[src/rtl/fft_pkg.sv]
// Shared definitions for the FFT complex-multiplier controller.
//   N_DATA  : sample/twiddle width, sign-magnitude (bit 7 sign, bits 6:0 Q7 magnitude)
//   MUL_LAT : edges from mul_en sampled high until the multiplier's RE/IM are stable
//   TAG_W   : opaque request tag width
//   CNT_W   : width of the shared drain/wait counter (must hold MUL_LAT)
//   W8_TW   : twiddle ROM, W8^k packed as {re, im}
package fft_pkg;

    localparam int N_DATA  = 8;
    localparam int MUL_LAT = 13;
    localparam int TAG_W   = 3;
    localparam int CNT_W   = $clog2(MUL_LAT + 1);

    typedef enum logic [2:0] {
        ST_DRAIN = 3'd0,
        ST_IDLE  = 3'd1,
        ST_ISSUE = 3'd2,
        ST_WAIT  = 3'd3,
        ST_DONE  = 3'd4
    } cmul_state_t;

    localparam logic [2*N_DATA-1:0] W8_TW [4] = '{
        16'h7F00,   // k=0:  1
        16'h5BDB,   // k=1:  0.707 - j0.707
        16'h00FF,   // k=2: -j
        16'hDBDB    // k=3: -0.707 - j0.707
    };

endpackage

[src/rtl/fft_cmul_ctrl_if.sv]
// Request and result channels of the complex-multiplier controller.
//   req_* : sample {re, im}, twiddle index, tag from the requester
//   res_* : multiplier RE/IM and the matching tag back to the consumer
//   slave  modport : the controller
//   master modport : the requester/consumer
//
// Handshake: a transfer happens on a rising clock edge where valid and ready
// are both high. Once valid is raised the source holds it and its payload
// stable until that edge; ready may be asserted with or without valid and
// never depends on valid in the same cycle.
interface fft_cmul_ctrl_if #(
    parameter int N  = 8,
    parameter int TW = 3
);
    logic          req_valid;
    logic          req_ready;
    logic [N-1:0]  req_re;
    logic [N-1:0]  req_im;
    logic [1:0]    req_tw;
    logic [TW-1:0] req_tag;

    logic          res_valid;
    logic          res_ready;
    logic [N-1:0]  res_re;
    logic [N-1:0]  res_im;
    logic [TW-1:0] res_tag;

    modport slave (
        input  req_valid, req_re, req_im, req_tw, req_tag, res_ready,
        output req_ready, res_valid, res_re, res_im, res_tag
    );

    modport master (
        output req_valid, req_re, req_im, req_tw, req_tag, res_ready,
        input  req_ready, res_valid, res_re, res_im, res_tag
    );
endinterface

[src/rtl/tw_rom.sv]
// Combinational twiddle lookup: index k -> W8^k as sign-magnitude {re, im}.
//   idx   : twiddle index k
//   tw_re : real part of W8^k
//   tw_im : imaginary part of W8^k
module tw_rom
    import fft_pkg::*;
(
    input  logic [1:0]        idx,
    output logic [N_DATA-1:0] tw_re,
    output logic [N_DATA-1:0] tw_im
);
    assign {tw_re, tw_im} = W8_TW[idx];
endmodule

[src/rtl/fft_cmul_ctrl.sv]
// Sequencing controller for the shared complex multiplier in the butterfly.
// Accepts a sample + twiddle index, drives the multiplier operands and
// negate flags, pulses mul_en once, waits out the multiplier latency and
// returns the captured RE/IM with the request tag.
//   Clock, Rst      : clock, synchronous active-high reset
//   bus             : request/result channels (slave side)
//   mul_en          : single-cycle start pulse to the multiplier
//   REb/REB, IMb/IMB: sample real/imag operands
//   REw/REW, IMw/IMW: twiddle real/imag operands
//   nMUL1..nMUL4    : negate flags for the AC, BD, AD, BC products
//   RE, IM          : multiplier results
//   busy            : high in every state except IDLE
//   state_dbg       : current FSM state
module fft_cmul_ctrl
    import fft_pkg::*;
(
    input  logic              Clock,
    input  logic              Rst,
    fft_cmul_ctrl_if.slave    bus,
    output logic              mul_en,
    output logic [N_DATA-1:0] REb,
    output logic [N_DATA-1:0] REB,
    output logic [N_DATA-1:0] IMb,
    output logic [N_DATA-1:0] IMB,
    output logic [N_DATA-1:0] REw,
    output logic [N_DATA-1:0] REW,
    output logic [N_DATA-1:0] IMw,
    output logic [N_DATA-1:0] IMW,
    output logic              nMUL1,
    output logic              nMUL2,
    output logic              nMUL3,
    output logic              nMUL4,
    input  logic [N_DATA-1:0] RE,
    input  logic [N_DATA-1:0] IM,
    output logic              busy,
    output cmul_state_t       state_dbg
);

    logic [N_DATA-1:0] rom_re, rom_im;

    tw_rom u_tw_rom (
        .idx   (bus.req_tw),
        .tw_re (rom_re),
        .tw_im (rom_im)
    );

    cmul_state_t       state_q, state_d;
    logic [CNT_W-1:0]  cnt_q, cnt_d;
    logic              mul_en_q, mul_en_d;
    logic [N_DATA-1:0] a_q, a_d, b_q, b_d, c_q, c_d, d_q, d_d;
    logic [3:0]        nmul_q, nmul_d;   // {nMUL4, nMUL3, nMUL2, nMUL1}
    logic [TAG_W-1:0]  tag_q, tag_d;
    logic              res_valid_q, res_valid_d;
    logic [N_DATA-1:0] res_re_q, res_re_d, res_im_q, res_im_d;
    logic [TAG_W-1:0]  res_tag_q, res_tag_d;

    always_comb begin
        state_d     = state_q;
        cnt_d       = cnt_q;
        mul_en_d    = 1'b0;
        a_d         = a_q;
        b_d         = b_q;
        c_d         = c_q;
        d_d         = d_q;
        nmul_d      = nmul_q;
        tag_d       = tag_q;
        res_valid_d = res_valid_q;
        res_re_d    = res_re_q;
        res_im_d    = res_im_q;
        res_tag_d   = res_tag_q;

        case (state_q)
            // Let a multiplier op that was in flight before reset run out.
            ST_DRAIN: begin
                if (cnt_q == '0) state_d = ST_IDLE;
                else             cnt_d   = cnt_q - 1'b1;
            end
            // Operands are loaded here so they are already stable while
            // mul_en is high and stay untouched until the next accept.
            ST_IDLE: begin
                if (bus.req_valid) begin
                    a_d      = bus.req_re;
                    b_d      = bus.req_im;
                    c_d      = rom_re;
                    d_d      = rom_im;
                    nmul_d   = {bus.req_im[N_DATA-1] ^ rom_re[N_DATA-1],
                                bus.req_re[N_DATA-1] ^ rom_im[N_DATA-1],
                                bus.req_im[N_DATA-1] ^ rom_im[N_DATA-1],
                                bus.req_re[N_DATA-1] ^ rom_re[N_DATA-1]};
                    tag_d    = bus.req_tag;
                    mul_en_d = 1'b1;
                    state_d  = ST_ISSUE;
                end
            end
            ST_ISSUE: begin
                cnt_d   = CNT_W'(MUL_LAT - 1);
                state_d = ST_WAIT;
            end
            // Counter hits zero exactly MUL_LAT edges after mul_en was sampled.
            ST_WAIT: begin
                if (cnt_q == '0) begin
                    res_re_d    = RE;
                    res_im_d    = IM;
                    res_tag_d   = tag_q;
                    res_valid_d = 1'b1;
                    state_d     = ST_DONE;
                end else begin
                    cnt_d = cnt_q - 1'b1;
                end
            end
            ST_DONE: begin
                if (bus.res_ready) begin
                    res_valid_d = 1'b0;
                    state_d     = ST_IDLE;
                end
            end
            default: begin
                cnt_d   = CNT_W'(MUL_LAT);
                state_d = ST_DRAIN;
            end
        endcase
    end

    always_ff @(posedge Clock) begin
        if (Rst) begin
            state_q     <= ST_DRAIN;
            cnt_q       <= CNT_W'(MUL_LAT);
            mul_en_q    <= 1'b0;
            a_q         <= '0;
            b_q         <= '0;
            c_q         <= '0;
            d_q         <= '0;
            nmul_q      <= '0;
            tag_q       <= '0;
            res_valid_q <= 1'b0;
            res_re_q    <= '0;
            res_im_q    <= '0;
            res_tag_q   <= '0;
        end else begin
            state_q     <= state_d;
            cnt_q       <= cnt_d;
            mul_en_q    <= mul_en_d;
            a_q         <= a_d;
            b_q         <= b_d;
            c_q         <= c_d;
            d_q         <= d_d;
            nmul_q      <= nmul_d;
            tag_q       <= tag_d;
            res_valid_q <= res_valid_d;
            res_re_q    <= res_re_d;
            res_im_q    <= res_im_d;
            res_tag_q   <= res_tag_d;
        end
    end

    assign bus.req_ready = (state_q == ST_IDLE);
    assign busy          = (state_q != ST_IDLE);
    assign state_dbg     = state_q;

    assign bus.res_valid = res_valid_q;
    assign bus.res_re    = res_re_q;
    assign bus.res_im    = res_im_q;
    assign bus.res_tag   = res_tag_q;

    assign mul_en = mul_en_q;
    assign REb    = a_q;
    assign REB    = a_q;
    assign IMb    = b_q;
    assign IMB    = b_q;
    assign REw    = c_q;
    assign REW    = c_q;
    assign IMw    = d_q;
    assign IMW    = d_q;
    assign nMUL1  = nmul_q[0];
    assign nMUL2  = nmul_q[1];
    assign nMUL3  = nmul_q[2];
    assign nMUL4  = nmul_q[3];

endmodule

[src/flat_wrapper.sv]
// flat-port wrapper written by rule: the top's interface ports become plain ports
module fft_cmul_ctrl_flat import fft_pkg::*;
  (Clock, Rst, mul_en, REb, REB, IMb, IMB, REw, REW, IMw, IMW, nMUL1, nMUL2, nMUL3, nMUL4, RE, IM, busy, state_dbg, bus_req_valid, bus_req_re, bus_req_im, bus_req_tw, bus_req_tag, bus_res_ready, bus_req_ready, bus_res_valid, bus_res_re, bus_res_im, bus_res_tag);
  fft_cmul_ctrl_if #(.N(N_DATA), .TW(TAG_W)) bus_i ();
  input  logic Clock;
  input  logic Rst;
  output logic mul_en;
  output logic [N_DATA-1:0] REb;
  output logic [N_DATA-1:0] REB;
  output logic [N_DATA-1:0] IMb;
  output logic [N_DATA-1:0] IMB;
  output logic [N_DATA-1:0] REw;
  output logic [N_DATA-1:0] REW;
  output logic [N_DATA-1:0] IMw;
  output logic [N_DATA-1:0] IMW;
  output logic nMUL1;
  output logic nMUL2;
  output logic nMUL3;
  output logic nMUL4;
  input  logic [N_DATA-1:0] RE;
  input  logic [N_DATA-1:0] IM;
  output logic busy;
  output cmul_state_t state_dbg;
  input wire logic [$bits(bus_i.req_valid)-1:0] bus_req_valid;
  input wire logic [$bits(bus_i.req_re)-1:0] bus_req_re;
  input wire logic [$bits(bus_i.req_im)-1:0] bus_req_im;
  input wire logic [$bits(bus_i.req_tw)-1:0] bus_req_tw;
  input wire logic [$bits(bus_i.req_tag)-1:0] bus_req_tag;
  input wire logic [$bits(bus_i.res_ready)-1:0] bus_res_ready;
  output wire logic [$bits(bus_i.req_ready)-1:0] bus_req_ready;
  output wire logic [$bits(bus_i.res_valid)-1:0] bus_res_valid;
  output wire logic [$bits(bus_i.res_re)-1:0] bus_res_re;
  output wire logic [$bits(bus_i.res_im)-1:0] bus_res_im;
  output wire logic [$bits(bus_i.res_tag)-1:0] bus_res_tag;
  assign bus_i.req_valid = bus_req_valid;
  assign bus_i.req_re = bus_req_re;
  assign bus_i.req_im = bus_req_im;
  assign bus_i.req_tw = bus_req_tw;
  assign bus_i.req_tag = bus_req_tag;
  assign bus_i.res_ready = bus_res_ready;
  assign bus_req_ready = bus_i.req_ready;
  assign bus_res_valid = bus_i.res_valid;
  assign bus_res_re = bus_i.res_re;
  assign bus_res_im = bus_i.res_im;
  assign bus_res_tag = bus_i.res_tag;
  fft_cmul_ctrl u_core (.Clock(Clock), .Rst(Rst), .bus(bus_i), .mul_en(mul_en), .REb(REb), .REB(REB), .IMb(IMb), .IMB(IMB), .REw(REw), .REW(REW), .IMw(IMw), .IMW(IMW), .nMUL1(nMUL1), .nMUL2(nMUL2), .nMUL3(nMUL3), .nMUL4(nMUL4), .RE(RE), .IM(IM), .busy(busy), .state_dbg(state_dbg));
endmodule
[config.mk]
export PLATFORM = sky130hd
export DESIGN_NAME = fft_cmul_ctrl_flat
export DESIGN_NICKNAME = d
export VERILOG_FILES = /design/src/rtl/fft_pkg.sv /design/src/rtl/fft_cmul_ctrl_if.sv /design/src/rtl/tw_rom.sv /design/src/rtl/fft_cmul_ctrl.sv /design/src/flat_wrapper.sv
export SDC_FILE = /design/constraint.sdc
export NUM_CORES = 1
export LEC_CHECK = 0
export BUFFER_PORTS_ARGS = -buffer_cell sky130_fd_sc_hd__buf_2
export CORE_MARGIN = 3
export CORE_UTILIZATION = 40
export DETAILED_ROUTE_END_ITERATION = 16
export PLACE_DENSITY = 0.73
export SETUP_SLACK_MARGIN = 0.02
export SLEW_MARGIN = 20
export SYNTH_ARGS = -nofsm -noshare
export SYNTH_HDL_FRONTEND = slang
export SYNTH_HIERARCHICAL = 1
export SYNTH_SLANG_ARGS = --single-unit
[constraint.sdc]
create_clock -name Clock -period 2.91 [get_ports Clock]
set_input_delay 0.1455 -clock Clock [delete_from_list [all_inputs] [get_ports Clock]]
set_output_delay 0.1455 -clock Clock [all_outputs]
set_load 0.05 [all_outputs]
==> results by group, run 1 <==
Status
  – Status: completed

Clocking
  – H-tree depth: 3
  – CTS Hold Bufs: 0
  – Post-CTS Setup Bufs: 0
  – CTS tree: built
  – Clk slew on worst S/H paths: about 0.070 ns
  – Inserted Clock Buffers: 9
  – Post_cts resized: 0
  – CTS Sinks: 67
  – Root Driver: clkbuf_8
  – Longest Clk Path Bufs: 2
  – Clock Latency Late Sink: between 0.3 and 0.4 ns

Synthesis
  – Syn Inst Count: around 350
  – Most numerous cell in the Yosys netlist: nand2_1
  – Top cells by area, synth: dfxtp_1 45%, buf_4 13%, nand2_1 9.2%
  – Top_reg_cell synth: dfxtp_1
  – Yosys reg bits: between 60 and 70
  – Post-synth top area cell: dfxtp_1
  – Number of enable flip-flop cells after synthesis: 0
  – Commonest cells in the synthesized netlist: 73 x nand2_1, 67 x dfxtp_1, 50 x buf_4
  – Syn Nets: approximately 400
  – Syn_area_per_cell: 8.500 um2
  – Share of the synthesized area in the top cell type: 0.4521
  – Post-synthesis cell type count: 38
  – Synth warnings: 6
  – Async SR Flop Fraction: 0
  – Register area share after synthesis: 0.4521
  – Mapped Area: around 3000 um2

Drt
  – DRC viols: 0
  – Post-route ant nets: 0
  – DR vias/cell: roughly 4.7
  – DR iter-0 viols: 155
  – Routed vias: about 2,500
  – WL final: 6671 um
  – WL/cell: between 10 and 15 um
  – Pre-antenna DRT Iters: 4

Finish
  – Filler instances: 705
  – P&R area growth vs syn: 20.29%
  – Storage cell area: ~1300 um2
  – Number of diodes: 0
  – Final #Nets: roughly 480
  – Multi-input gate area: roughly 1200 um2
  – Layout cell share with drive strength beyond 1: 0.3622
  – Post-route cell area: between 3000 and 4000 um2

GRT
  – First-pass GRT wire length: roughly 11,000 um
  – Vias in the first global route: 2,320
  – GRT Total Usage: 0.1607
  – Initial antenna violation count: 0
  – Gr ovfl total: 0
  – Largest net degree at the start of global routing: 44

Worst setup path
  – Crit-path max FO: 21
  – FF-to-FF path depth: 8
  – Register-to-register path setup slack: 1.02 ns
  – Kind of critical path: reg -> reg
  – CP startpoint kind: flip-flop
  – Critical R2R Launch: u_core/cnt_q[1]
  – Worst path required time: approximately 3.1 ns
  – CP startpoint: u_core/cnt_q[1]
  – Worst setup EP type: flip-flop
  – CP Data Arrival Time: ~2.1 ns
  – Worst Setup EP: u_core/bus.res_re[0]
  – Reg-to-Reg End: u_core/bus.res_re[0]

Placement
  – Final Wtd Congestion: just over 0.7
  – Dpl hpwl: 4692 um
  – Number of port buffers: between 100 and 150
  – Placed Area: 3349 um2

Timing
  – Hold Fails Final Rpt: 0
  – RSZ-0062 raised after global routing: no
  – Worst Skew: roughly 0.007 ns
  – Slew Viols, Final: 0
  – Crit share post-route: 0.6508
  – Period minus WS final: approximately 1.9 ns
  – # setup viols final: 0
  – Worst-margin pin slew: 0.5944 ns
  – F_max: between 0.5 and 0.6 GHz
  – Slew margin rel.: 0.6037
  – Setup TNS: 0 ns

Floorplanning
  – Die Y: between 90 and 100 um
  – Initial core utilization: 0.4249
  – Die width: roughly 92 um
  – Placeable Area: 6982 um2
  – Row count: 30
  – IO Count: 135
  – Die ar.: ~8500 um2

Min path
  – HP Class: in -> reg

Pwr
  – Pwr Density: 531.4 nW/um2
  – Max rail drop VDD: 309.7 uV
  – Leakage: roughly 1.6 nW

Job
  – Total of max-cap violations: 0
## how the worst min path moves through the flow
| stage | cells after the start | endpoint | startpoint | slack, ns |
|---|---|---|---|---|
| after floorplan | 2 | u_core/cnt_q[2] | Rst | 0.26 |
| after global placement | 3 | u_core/bus.res_im[7] | IM[7] | 0.38 |
| after detailed placement | 3 | u_core/bus.res_re[6] | RE[6] | 0.39 |
| after CTS | 3 | u_core/REB[2] | bus_req_re[2] | 0.02 |
| after global routing | 3 | u_core/bus.res_re[6] | RE[6] | 0.04 |
| final | 3 | u_core/REB[2] | bus_req_re[2] | 0.04 |
## cells in the final DEF, fill, tap and decap left out, types with 2 or more instances in the layout
cell type	n
a211oi_1	3
a21oi_1	38
a31oi_1	3
and3_1	3
buf_2	134
buf_4	5
bufinv_16	2
clkbuf_1	2
clkbuf_8	10
dfxtp_1	67
ha_1	2
inv_1	3
mux2i_1	20
nand2_1	73
nand2b_1	4
nor2_1	31
nor2b_1	3
nor3_1	4
o21ai_0	5
o21bai_1	3
xnor2_1	4
## worst max-delay path, cell delays in order (launching register included)
cell,delay [ns]
dfxtp_1,0.35
inv_1,0.11
ha_1,0.15
nor3b_2,0.16
buf_4,0.20
and3_1,0.16
buf_4,0.32
mux2i_1,0.24
nor2_1,0.06
## per-layer routing
layer  routed length [um]  global-route usage
met2                 3401              0.2743
met3                  366             0.03445
met4                  107             0.08168
met5                    0                   0
met1                 2796              0.1892
## logic make-up (layout without fill, tap and decap cells)
group	Yosys count	after routing	share of synthesized area
multiplexers	20	20	0.06748
AND/OR/NAND/NOR	128	128	0.1890
buffers and inverters	68	158	0.1539
XOR/XNOR	4	4	0.01181
flip-flops	67	67	0.4521
AO/OA/AOI/OAI	60	60	0.1173
adder cells (fa/ha/maj)	2	2	0.008434
## flip-flops by register name, indices dropped and copies added (netlist names)
register and flops:
u_core/IMB 8, u_core/IMW 8, u_core/REB 8, u_core/REW 8, u_core/bus.res_im 8, u_core/bus.res_re 8, u_core/cnt_q 4, u_core/nmul_q 4
u_core/bus.res_tag 3, u_core/state_dbg 3, u_core/tag_q 3, u_core/bus.res_valid 1, u_core/mul_en 1
## stage by stage
step / utilization / power, mW / hold WS (ns) / std cells / setup WS [ns]
after floorplan: - / 1.036 / 0.2562 / 349 / 0.8375
after global placement: 0.4797 / 1.067 / 0.3782 / 519 / 1.131
after detailed placement: 0.4797 / 1.070 / 0.3874 / 519 / 1.024
after CTS: 0.5111 / 1.923 / 0.02259 / 535 / 1.006
after global routing: 0.5111 / 1.976 / 0.03809 / 535 / 0.8256
final: 0.5111 / 1.896 / 0.03755 / 535 / 1.016
## final cells by class
type | instances | area share
Inverter | 3 | 0.003156
Clock inverter | 4 | 0.02069
Timing Repair Buffer | 139 | 0.1985
Clock buffer | 12 | 0.04067
Sequential cell | 67 | 0.3759
Multi-Input combinational cell | 214 | 0.3275
Tap cell | 96 | 0.03366
## power breakdown
part,internal [mW],switching [mW]
sequential,0.926,0.00962
combinational,0.0469,0.0676
clock,0.507,0.339
Power figures use the tool's default switching activity.
==> run 2, diff against run 1 <==
--- a/config.mk
+++ b/config.mk
@@ -9,7 +9,7 @@
 export CORE_MARGIN = 3
 export CORE_UTILIZATION = 40
 export DETAILED_ROUTE_END_ITERATION = 16
-export PLACE_DENSITY = 0.73
+export PLACE_DENSITY = 0.76
 export SETUP_SLACK_MARGIN = 0.02
 export SLEW_MARGIN = 20
 export SYNTH_ARGS = -nofsm -noshare
==> constraint.sdc (replaced) <==
create_clock -name Clock -period 1.65 [get_ports Clock]
set_input_delay 0.0825 -clock Clock [delete_from_list [all_inputs] [get_ports Clock]]
set_output_delay 0.0825 -clock Clock [all_outputs]
set_load 0.05 [all_outputs]
==> run 2 against run 1 <==
Wire length rose by 12%. Register-to-register slack got worse by 0.92 ns. Die area stayed put. Worst setup slack got worse by 0.92 ns. Total power increased by 74%. Sequential share of layout area decreased by 4.1 points. Sequential cell count did not move. Critical path depth fell by 1. Non-clock buffer count rose by 40. Count of clock-buffer cells in the layout down 2. Critical path type unchanged.
==> results by group, run 2 (synthesized netlist as in run 1, its figures left out) <==
Finish
  – P&R area growth vs syn: 35.77%
  – Final core utilization: 0.5769 (+0.06577)
  – Final #Nets: 517 (+8.4%)
  – Filler instances: 659 (-6.5%)
  – Commonest cells after routing, fill and taps aside: 134 x buf_2, 72 x nand2_1, 62 x dfxtp_1, 38 x a21oi_1, 31 x dlygate4sd3_1
  – Cell Count, Final, Fillers Out: 575 (+7.5%)
  – Number of diodes: 0 (unchanged)
  – Commonest non-fill, non-tap cell in the layout: buf_2
  – Layout cell share with drive strength beyond 1: 0.3779 (+0.01568)

Timing
  – Hold Fails Final Rpt: 0 (unchanged)
  – Period minus WS final: 1.557 ns (-0.3372 ns)
  – Crit share post-route: 0.9434 (+0.2926)
  – RSZ-0062 raised after global routing: no
  – F_max: 0.6424 GHz (+22%)
  – Slew margin rel.: 0.7508 (+0.1471)
  – Slew Viols, Final: 0 (unchanged)
  – # setup viols final: 0 (unchanged)
  – Worst Skew: 0.01169 ns (+0.004522 ns)
  – Worst-margin pin slew: 0.3737 ns (-0.2207 ns)
  – Setup TNS: 0 ns (unchanged)

Placement
  – Number of port buffers: 134 (unchanged)
  – Dpl hpwl: 4618 um (-1.6%)
  – Final Wtd Congestion: 0.7820 (+11%)
  – Placed Instances: 522 (+0.58%)

Clocking
  – Root Driver: clkbuf_8
  – Inserted Clock Buffers: 9 (unchanged)
  – CTS tree: built
  – H-tree depth: 3 (unchanged)
  – Longest Clk Path Bufs: 2 (unchanged)
  – Clock Latency Late Sink: 0.34 ns (about the same)
  – CTS Sinks: 67 (unchanged)
  – Clk slew on worst S/H paths: 0.07 ns (about the same)

Drt
  – WL/cell: 12.98 um (+4.1%)
  – WL final: 7466 um (+12%)
  – Post-route ant nets: 0 (unchanged)
  – DR iter-0 viols: 107 (-31%)
  – DR vias/cell: 4.617 (-0.91%)
  – Pre-antenna DRT Iters: 4 (unchanged)
  – DRC viols: 0 (unchanged)
  – Routed vias: 2,655 (+6.5%)

Job
  – Total of max-cap violations: 0 (unchanged)

GRT
  – First-pass GRT wire length: 11,550 um (+5.5%)
  – Gr ovfl total: 0 (unchanged)
  – Initial antenna violation count: 0 (unchanged)
  – Largest net degree at the start of global routing: 44 (unchanged)
  – Vias in the first global route: 2,448 (+5.5%)
  – GRT Total Usage: 0.1684 (+0.007737)

Status
  – Status: completed

Pwr
  – Max rail drop VDD: 374.5 uV (+21%)
  – Flop pwr share: 0.499 (+0.006)
  – Gate power share: 0.085 (+0.025)
  – Pint: 2.518 mW (+70%)
  – Clk network pwr share: 0.416 (-0.030)
  – Net Sw Power: 789.8 uW (+90%)
  – Switching share of power: 0.2388 (+0.01915)
  – Leakage: 1.813 nW (+12%)
  – Pwr Density: 821.3 nW/um2 (+55%)

Worst setup path
  – CP Data Arrival Time: 1.77 ns (-0.32 ns)
  – CP startpoint kind: flip-flop
  – Worst setup EP type: flip-flop
  – Worst path required time: 1.87 ns (-1.24 ns)
  – Crit-path max FO: 10 (-52%)
  – Kind of critical path: reg -> reg

Floorplanning
  – Die Y: 92.12 um (unchanged)
  – Initial core utilization: 0.4249 (unchanged)
  – Row count: 30 (unchanged)
  – Die width: 92.12 um (unchanged)
  – Die ar.: 8486 um2 (unchanged)
  – IO Count: 135 (unchanged)
  – Placeable Area: 6982 um2 (unchanged)

Min path
  – HP Class: in -> reg
[run 2: cell count changes in the layout (fill, tap and decap cells not counted), sizes merged]
cell / delta
buf: +7
bufinv: -1
clkinv: +2
clkinvlp: +1
dlygate4sd3: +31
[run 2: cell type report]
type	instances	area (um2)	share of cell area
flip-flops and latches	67	1350	0.3352
multi-input cells	214	1197	0.2973
repair buffers	179	1146	0.2846
clock buffers	10	137.6	0.03417
well taps	96	120.1	0.02982
clock inverters	6	65.06	0.01615
inverters	3	11.26	0.002796
[run 2: worst paths after layout]
check        slack (ns)  cells after the start                    to       startpoint
min reg2reg        0.46                      2         u_core/IMW[4]    u_core/IMW[4]
min                0.02                      3  u_core/bus.res_im[1]            IM[1]
max reg2reg        0.09                      7  u_core/bus.res_im[2]  u_core/cnt_q[1]
max                0.09                      7  u_core/bus.res_im[2]  u_core/cnt_q[1]
[run 2: power groups by stage]
stage          combinational, mW  clock [mW]  sequential, mW
6_report                   0.283        1.37            1.65
5_1_grt                    0.310        1.48            1.65
4_1_cts                    0.261        1.41            1.65
3_5_place_dp               0.205           0            1.68
3_3_place_gp               0.201           0            1.68
2_1_floorplan              0.130           0            1.70
[run 2: critical path, stage by stage, from the launching register on]
cell and delay, ns:
dfxtp_2 0.34, inv_2 0.08, ha_4 0.12, nor3b_4 0.21
and3_4 0.28, clkbuf_16 0.18, mux2i_1 0.19, nor2_1 0.05
[run 2: stage by stage]
step	instance area [um2]	total power, mW	hold slack, ns	worst slack [ns]
2_1_floorplan	2982	1.825	0.1932	-0.09157
3_3_place_gp	3408	1.884	0.3150	0.1190
3_5_place_dp	3408	1.888	0.3253	0.04771
4_1_cts	3921	3.319	0.001852	0.02755
5_1_grt	4028	3.443	0.01858	0.01811
6_report	4028	3.308	0.02220	0.09342
[run 2: per-layer routing]
layer,vias up,global-route usage,wire [um]
met5,-,0,0
met4,0,0.08787,121
met3,10,0.03527,400
met2,74,0.2950,3800
met1,1224,0.1916,3144
li1,1347,-,-
[run 2: what timing repair did]
action / 4_1_cts / 5_1_grt
resized for setup: 0 / 10
buffers inserted: 0 / 4
hold buffers: 31 / 0
endpoints found under the setup margin: 0 / 23
hold endpoints to repair: 31 / 0
==> run 3, diff against run 2 <==
==> constraint.sdc (replaced) <==
create_clock -name Clock -period 1.65 [get_ports Clock]
set_input_delay 0.0825 -clock Clock [delete_from_list [all_inputs] [get_ports Clock]]
set_output_delay 0.0825 -clock Clock [all_outputs]
set_load 0.005 [all_outputs]
==> run 3 against run 2 <==
Non-clock buffer count shrank 2. Register-to-register slack gained 0.02 ns. Via count shrank 0.19%. Count of clock-buffer cells in the layout grew 1. Combinational power shrank 11%. Maximum frequency grew 1.2%. Sequential power is essentially flat. Hold slack lost 0.0077 ns. Clock power shrank 20%. Worst setup slack gained 0.018 ns. Cell count shrank 0.70%. Largest power group unchanged. Highest routed layer unchanged.
==> results by group, run 3 (synthesized netlist as in run 1, its figures left out) <==
Status
  – Status: completed

Worst setup path
  – Worst setup EP type: flip-flop
  – CP Data Arrival Time: 1.75 ns (-0.02 ns)
  – Kind of critical path: reg -> reg
  – Crit-path max FO: 10 (unchanged)
  – Crit path max-delay family: simple AND/OR/NAND/NOR gates
  – Crit path buffers/inverters: 2 (unchanged)
  – Worst path required time: 1.87 ns (about the same)
  – CP max stage cell: dfxtp_2
  – Worst path cell trace: inv_2, ha_1, nor3b_4, and3_4, clkbuf_16, mux2i_1, nor2_1
  – CP startpoint kind: flip-flop
  – Slowest cell delay on critical path: 0.34 ns (about the same)

Pwr
  – Total power draw: 3.000 mW (-9.3%)
  – Max rail drop VDD: 458.7 uV (+22%)
  – Leakage: 1.781 nW (-1.8%)
  – Pwr Density: 760.3 nW/um2 (-7.4%)

Timing
  – F_max: 0.6501 GHz (+1.2%)
  – Worst Skew: 0.006141 ns (-0.005553 ns)
  – Worst-margin pin slew: 0.5612 ns (+0.1874 ns)
  – Period minus WS final: 1.538 ns (-0.01845 ns)
  – Hold Fails Final Rpt: 0 (unchanged)
  – Final worst slack: 0.1119 ns (+0.01845 ns)
  – # setup viols final: 0 (unchanged)
  – RSZ-0062 raised after global routing: yes
  – Slew Viols, Final: 0 (unchanged)
  – Slew margin rel.: 0.6259 (-0.1250)
  – Hold_ws: 0.01451 ns (-0.007682 ns)
  – Crit share post-route: 0.9322 (-0.01118)
  – Setup TNS: 0 ns (unchanged)

Drt
  – DRC viols: 0 (unchanged)
  – WL/cell: 13.05 um (+0.47%)
  – Routed vias: 2,650 (-0.19%)
  – Post-route ant nets: 0 (unchanged)
  – DR vias/cell: 4.641 (+0.51%)
  – Pre-antenna DRT Iters: 4 (unchanged)
  – WL final: 7449 um (-0.23%)
  – DR iter-0 viols: 142 (+33%)

Floorplanning
  – Placeable Area: 6982 um2 (unchanged)
  – Row count: 30 (unchanged)
  – Die ar.: 8486 um2 (unchanged)
  – Initial core utilization: 0.4249 (unchanged)
  – IO Count: 135 (unchanged)
  – Die width: 92.12 um (unchanged)
  – Die Y: 92.12 um (unchanged)

Finish
  – Commonest cells after routing, fill and taps aside: 134 x buf_2, 73 x nand2_1, 65 x dfxtp_1, 38 x a21oi_1, 31 x nor2_1
  – Filler instances: 655 (-0.61%)
  – Commonest non-fill, non-tap cell in the layout: buf_2
  – Final #Nets: 515 (-0.39%)
  – Post-route cell area: 3946 um2 (-2.0%)
  – P&R area growth vs syn: 33.02%
  – Layout cell share with drive strength beyond 1: 0.3621 (-0.01577)
  – Number of diodes: 0 (unchanged)
  – Multi-input gate area: 1184 um2 (-1.1%)
  – Storage cell area: 1344 um2 (-0.46%)

GRT
  – Initial antenna violation count: 0 (unchanged)
  – First-pass GRT wire length: 11,760 um (+1.9%)
  – GRT Total Usage: 0.1701 (+0.001698)
  – Vias in the first global route: 2,540 (+3.8%)
  – Largest net degree at the start of global routing: 44 (unchanged)
  – Gr ovfl total: 0 (unchanged)

Placement
  – Final Wtd Congestion: 0.7707 (-1.4%)
  – Setup WS pre-CTS: 0.06914 ns (+0.02143 ns)
  – Number of port buffers: 134 (unchanged)
  – Dpl hpwl: 4869 um (+5.4%)
  – Placed Area: 3425 um2 (+0.48%)

Clocking
  – CTS Sinks: 67 (unchanged)
  – Root Driver: clkbuf_8
  – Longest Clk Path Bufs: 2 (unchanged)
  – CTS tree: built
  – Clock Latency Late Sink: 0.32 ns (-0.02 ns)
  – Clk slew on worst S/H paths: 0.07 ns (about the same)
  – Inserted Clock Buffers: 9 (unchanged)
  – H-tree depth: 3 (unchanged)

Job
  – Total of max-cap violations: 0 (unchanged)

Min path
  – HP Class: in -> reg
==> run 3: changes by cell type in the layout (fill, tap and decap cells not counted), moves of 2 or more <==
cell,delta
clkinv_4,-2
dfxtp_1,+3
clkbuf_1,+2
dlygate4sd3_1,-2
dfxtp_2,-2
==> run 3: metal layers <==
layer / GRT usage / vias to the layer above / part of all wire / wire, um
met5: 0 / - / 0 / 0
met4: 0.06931 / 0 / 0.012 / 89
met3: 0.03692 / 8 / 0.046 / 339
met2: 0.2956 / 84 / 0.52 / 3872
met1: 0.2027 / 1211 / 0.42 / 3147
li1: - / 1347 / - / -
==> run 3: final timing paths <==
check	slack, ns	endpoint	depth (start not counted)	startpoint
worst max-delay path	0.11	u_core/bus.res_re[4]	7	u_core/cnt_q[1]
worst min-delay path	0.01	u_core/bus.res_re[2]	3	RE[2]
worst max register to register	0.11	u_core/bus.res_re[4]	7	u_core/cnt_q[1]
worst min register to register	0.46	u_core/tag_q[2]	2	u_core/tag_q[2]
==> run 3: worst reg2reg max path, delay by kind of cell, from the launching register on <==
family                     cells  cell delay (ns)
buffers and inverters          2             0.25
and+or+nand+nor                3             0.52
muxes                          1             0.19
adders and majority gates      1             0.14
DFF                            1             0.34
==> run 3: layout make-up <==
class,instances,share of cell area
sequential,67,0.3405
multi-input combinational,214,0.2999
timing repair buffer,177,0.2885
clock buffer,11,0.03329
tap,96,0.03044
clock inverter,3,0.004439
inverter,3,0.002854
==> run 3: where the power goes <==
| group | switching (mW) | internal [mW] | total [mW] | leakage [nW] |
|---|---|---|---|---|
| clock | 0.571 | 0.525 | 1.10 | 0.0750 |
| sequential | 0.0182 | 1.63 | 1.65 | 0.541 |
| combinational | 0.110 | 0.142 | 0.252 | 1.16 |
==> run 3: repair_timing <==
| item | CTS | global route |
|---|---|---|
| hold buffers | 29 | 0 |
| hold endpoints to repair | 29 | 0 |
| buffers inserted | 0 | 2 |
| resized for setup | 0 | 7 |
| setup endpoints to repair | 0 | 24 |
==> run 3: metrics by stage <==
step	util	cells
2_1_floorplan	-	349
3_3_place_gp	0.4905	524
3_5_place_dp	0.4905	524
4_1_cts	0.5534	567
5_1_grt	0.5652	571
6_report	0.5652	571
